`src/rtl/fetch_seq.sv`:
```
// ============================================================================
// Module   : fetch_seq
// Brief    : Instruction fetch/sequencing stage feeding the branch unit and
//            handing non-branch opcodes to execute over a valid/ack handshake.
// Revision : 1.0 - initial release
// ============================================================================
`timescale 1ns/1ps
`default_nettype none

module fetch_seq #(
  parameter logic [7:0]  JMP_OPCODE = 8'h4C,
  parameter int unsigned WAIT_LIMIT = 15
) (
  input  logic        clk,
  input  logic        rst,
  input  logic [15:0] address_i,
  input  logic [7:0]  mem_data_i,
  input  logic        mem_ready_i,
  input  logic        op_ack_i,
  output logic [15:0] mem_addr_o,
  output logic        mem_rd_o,
  output logic [7:0]  opcode_o,
  output logic [7:0]  bra_add_o,
  output logic        op_valid_o,
  output logic        branch_con_o,
  output logic        branch_uncon_o,
  output logic [2:0]  branch_op_o,
  output logic        pc_inc_decoder_o,
  output logic        lower_byte_decoder_o,
  output logic        fault_o
);

  localparam logic [7:0] C_LIMIT_M1 = 8'(WAIT_LIMIT - 1);

  typedef enum logic [2:0] {
    FETCH_OP  = 3'd0,
    FETCH_REL = 3'd1,
    FETCH_LO  = 3'd2,
    FETCH_HI  = 3'd3,
    STEP      = 3'd4,
    ISSUE     = 3'd5,
    HALT      = 3'd6
  } state_t;

  // Which byte was just accepted; selects the extra STEP pulse and STEP's exit.
  typedef enum logic [1:0] {
    K_OP  = 2'd0,
    K_REL = 2'd1,
    K_LO  = 2'd2,
    K_HI  = 2'd3
  } kind_t;

  state_t     state_q, state_d;
  kind_t      kind_q, kind_d;
  logic [7:0] cnt_q, cnt_d;
  logic [7:0] opcode_q, opcode_d;
  logic [7:0] bra_add_q, bra_add_d;
  logic [2:0] branch_op_q, branch_op_d;

  always_ff @(posedge clk) begin
    if (rst) begin
      state_q     <= FETCH_OP;
      kind_q      <= K_OP;
      cnt_q       <= 8'd0;
      opcode_q    <= 8'd0;
      bra_add_q   <= 8'd0;
      branch_op_q <= 3'd0;
    end else begin
      state_q     <= state_d;
      kind_q      <= kind_d;
      cnt_q       <= cnt_d;
      opcode_q    <= opcode_d;
      bra_add_q   <= bra_add_d;
      branch_op_q <= branch_op_d;
    end
  end

  always_comb begin
    state_d              = state_q;
    kind_d               = kind_q;
    cnt_d                = cnt_q;
    opcode_d             = opcode_q;
    bra_add_d            = bra_add_q;
    branch_op_d          = branch_op_q;
    mem_rd_o             = 1'b0;
    op_valid_o           = 1'b0;
    branch_con_o         = 1'b0;
    branch_uncon_o       = 1'b0;
    pc_inc_decoder_o     = 1'b0;
    lower_byte_decoder_o = 1'b0;
    fault_o              = 1'b0;

    case (state_q)
      FETCH_OP, FETCH_REL, FETCH_LO, FETCH_HI: begin
        mem_rd_o = 1'b1;
        if (mem_ready_i) begin
          cnt_d   = 8'd0;
          state_d = STEP;
          case (state_q)
            FETCH_OP: begin
              opcode_d = mem_data_i;
              kind_d   = K_OP;
            end
            FETCH_REL: begin
              bra_add_d   = mem_data_i;
              branch_op_d = opcode_q[7:5];
              kind_d      = K_REL;
            end
            FETCH_LO: begin
              bra_add_d = mem_data_i;
              kind_d    = K_LO;
            end
            default: begin
              bra_add_d = mem_data_i;
              kind_d    = K_HI;
            end
          endcase
        end else if (cnt_q >= C_LIMIT_M1) begin
          state_d = HALT;
        end else begin
          cnt_d = cnt_q + 8'd1;
        end
      end

      STEP: begin
        cnt_d                = 8'd0;
        pc_inc_decoder_o     = (kind_q != K_HI);
        branch_con_o         = (kind_q == K_REL);
        lower_byte_decoder_o = (kind_q == K_LO);
        branch_uncon_o       = (kind_q == K_HI);
        case (kind_q)
          K_OP: begin
            // Relative-branch pattern takes priority over the JMP opcode match.
            if (opcode_q[4:0] == 5'b10000) begin
              state_d = FETCH_REL;
            end else if (opcode_q == JMP_OPCODE) begin
              state_d = FETCH_LO;
            end else begin
              state_d = ISSUE;
            end
          end
          K_LO:    state_d = FETCH_HI;
          default: state_d = FETCH_OP;
        endcase
      end

      ISSUE: begin
        cnt_d      = 8'd0;
        op_valid_o = 1'b1;
        if (op_ack_i) begin
          state_d = FETCH_OP;
        end
      end

      HALT: begin
        fault_o = 1'b1;
      end

      default: begin
        state_d = FETCH_OP;
      end
    endcase
  end

  assign mem_addr_o  = address_i;
  assign opcode_o    = opcode_q;
  assign bra_add_o   = bra_add_q;
  assign branch_op_o = branch_op_q;

endmodule

`default_nettype wire

```
`config.mk`:
```
export PLATFORM = sky130hd
export DESIGN_NAME = fetch_seq
export DESIGN_NICKNAME = d
export VERILOG_FILES = /design/src/rtl/fetch_seq.sv
export SDC_FILE = /design/constraint.sdc
export NUM_CORES = 1
export LEC_CHECK = 0
export BUFFER_PORTS_ARGS = -buffer_cell sky130_fd_sc_hd__buf_4
export CAP_MARGIN = 20
export CORE_ASPECT_RATIO = 1.1
export CORE_MARGIN = 3
export CORE_UTILIZATION = 41
export DETAILED_ROUTE_END_ITERATION = 8
export HOLD_SLACK_MARGIN = 0.12
export PLACE_DENSITY = 0.75
export SYNTH_ARGS = -nofsm -noshare
export SYNTH_HDL_FRONTEND = slang
export SYNTH_SLANG_ARGS = --single-unit
export TNS_END_PERCENT = 10
```
`constraint.sdc`:
```
create_clock -name clk -period 1.7 [get_ports clk]
set_input_delay 0.255 -clock clk [delete_from_list [all_inputs] [get_ports clk]]
set_output_delay 0.255 -clock clk [all_outputs]
set_load 0.1 [all_outputs]
```
==> impl_metrics.json <==
{
  "outcome": "finished with violations",
  "violations": "setup timing",
  "grt_pass1_wl_um": 5430,
  "drtIter0Drc": 103,
  "yosysSeqAreaShare_pct": 42.60,
  "synth_nets": 203,
  "yosysUniqueCellTypes": 35,
  "ir_drop_mv": 0.4527,
  "antenna_found_initial": 0,
  "ys.flop_type": "dfxtp_1",
  "synth_most_common_cell": "dfxtp_1",
  "drive_gt1_share_pct": 37.56,
  "hp-class": "primary input to flip-flop",
  "portBuffers": 37,
  "final_max_slew_viol_count": 0,
  "synthTopCellsByCount": "dfxtp_1, nand2_1, nor2_1, buf_4, a21oi_1",
  "async_reset_ff_share_pct": 0,
  "maxCapViolCount": 0,
  "postCtsHoldBufs": 0,
  "r2r_slack_ns": 0.10,
  "h-tree-depth": 2,
  "worst_slew_pin_slew_ns": 0.6332,
  "report.final.hold_viol_count": 0,
  "critical_path_arrival_ns": 1.56,
  "nets": 234,
  "ys_ff_latch": 32,
  "die_h_um": 69.52,
  "rsz0062_at_grt": "yes",
  "dp_hpwl_um": 2334,
  "switching_power_w": 0.0007212,
  "seqPwrFrac_pct": 41.5,
  "vias": 1271,
  "synth-edff-count": 0,
  "grt_use_total_pct": 15.65,
  "fmax_mhz": 551.8,
  "setup_viol": 4,
  "areaGrowthSynthToFinish_pct": 30.45,
  "cts_buffers": 5,
  "slew_headroom_pct": 57.19,
  "netlist_area_mm2": 0.001504,
  "pin_count": 70,
  "synth_top_cell_by_area": "dfxtp_1",
  "synthTopCellsByArea": "dfxtp_1, buf_4, mux2i_1",
  "crit_path_start_kind": "flip-flop",
  "p_int_w": 0.001279,
  "cts_sinks": 32,
  "dpl_cell_area_mm2": 0.001772,
  "finalCritPeriodShare_pct": 106.6,
  "finClkSkew_ns": 0.007996,
  "cts.clk_slew.worst_paths_ns": 0.11,
  "synthCells": 173,
  "wl_um": 3318,
  "final.min_clock_period_ns": 1.812,
  "yosysWarnings": 0,
  "cp_max_fo": 5,
  "utilization_pct": 57.02,
  "n_fill_cell": 326,
  "grt_remaining_overflow": 0,
  "dp_slack_ns": 0.004233,
  "core_mm2": 0.003441,
  "rows": 22,
  "die_x_um": 63.75,
  "cts-root-buf": "clkbuf_4",
  "worst_ep_required_time_ns": 1.44,
  "p_leak_nw": 0.7941,
  "clock_latency_ns": 0.34,
  "avgSynthCellArea_um2": 8.693,
  "worst-setup-path-type": "flip-flop to primary output",
  "total_power_w": 0.002000,
  "worst_slack_ns": -0.1122,
  "grt_max_degree": 27,
  "endpoint_kind": "primary output",
  "switching_share_pct": 36.06,
  "cts_tree": "done",
  "die_area_mm2": 0.004432,
  "grt_pass1_vias": 1145,
  "power_density_mw_per_mm2": 1019,
  "antennaDiodeCount": 0,
  "cts_buffer_depth": 2,
  "drt-pass1-iter-count": 4,
  "fin_area_mm2": 0.001962,
  "power_frac_comb_pct": 29.5,
  "synth_top_area_share_pct": 42.60,
  "clock_power_share_pct": 28.9,
  "drt.antenna.violating_nets": 0,
  "finalWeightedCongestion": 0.8703,
  "initial_core_util_pct": 43.71,
  "avgRoutedWirePerCell_um": 13.11,
  "drc": 0,
  "vias_per_cell": 5.024
}
-- repair_timing --
action / in CTS / in global routing
pin swaps: 2 / 2
hold endpoints to repair: 0 / 0
endpoints found under the setup margin: 7 / 9
buffers inserted: 1 / 0
gates cloned: 0 / 0
resized for setup: 20 / 8
-- placed cells by master, fill, tap and decap left out, drive strengths merged, types with 2 or more instances in the layout --
master and count:
a21oi 14, a31oi 2, and2 5, buf 46
clkbuf 5, dfxtp 32, ha 2, inv 2
mux2i 11, nand2 28, nand4 2, nor2 22
nor2b 2, nor3 4, nor3b 2, nor4 4
nor4b 2, o21a 3, o21ai 3, or3 2
-- registers in the layout, indices dropped and copies added (netlist names) --
| register | cells |
|---|---|
| bra_add_o | 8 |
| cnt_q | 8 |
| opcode_o | 8 |
| branch_op_o | 3 |
| state_q | 3 |
| kind_q | 2 |
-- worst paths after layout --
kind | startpoint | to | cells past startpoint
worst max-delay path | state_q[1] | branch_con_o | 3
worst min-delay path | mem_data_i[1] | opcode_o[1] | 3
worst max register to register | cnt_q[0] | cnt_q[0] | 6
worst min register to register | opcode_o[0] | opcode_o[0] | 2
-- through the flow --
stage,instances,hold slack [ns],setup TNS [ns]
floorplan,173,0.3835,-1.276
global placement,244,0.4636,0
detailed placement,244,0.4668,0
CTS,253,0.1308,-0.3229
global route,253,0.1267,-0.5840
finish,253,0.1493,-0.3257
-- routing by layer --
| layer | up-vias | part of all wire [%] | GRT usage, % |
|---|---|---|---|
| met5 | - | 0 | 0 |
| met1 | 592 | 43 | 18.57 |
| met3 | 8 | 4.9 | 4.700 |
| li1 | 640 | - | - |
| met2 | 31 | 50 | 25.17 |
| met4 | 0 | 1.9 | 8.153 |
-- final cells by class --
type,count,area (um^2),area share (%)
clock buffer,5,37.54,1.913
clock inverter,3,42.54,2.168
inverter,2,7.507,0.3827
multi-input combinational,117,750.7,38.27
sequential,32,648.1,33.04
tap,48,60.06,3.061
timing repair buffer,46,415.4,21.17
-- cell families (layout without fill, tap and decap cells) --
| logic type | Yosys count | count (layout) | share of synthesized area, % |
|---|---|---|---|
| compound gates | 28 | 28 | 11.73 |
| simple gates | 75 | 75 | 25.12 |
| flops | 32 | 32 | 42.60 |
| buf+inv | 24 | 56 | 10.81 |
| fa+ha+maj | 2 | 2 | 1.664 |
| mux | 12 | 12 | 8.070 |
-- power groups by stage --
stage / registers [W] / clock network (W) / logic [W]
CTS: 0.000829 / 0.000595 / 0.000580
detailed placement: 0.000845 / 0 / 0.000558
floorplan: 0.00102 / 0 / 0.000418
global route: 0.000839 / 0.000626 / 0.000619
global placement: 0.000843 / 0 / 0.000554
finish: 0.000831 / 0.000578 / 0.000591
-- worst max-delay path: stages, from the launching register on --
cell	delay (ns)
dfxtp_2	0.33
or3b_4	0.45
nor3b_4	0.23
buf_12	0.20
No activity file was read; power rests on OpenSTA's default activity.
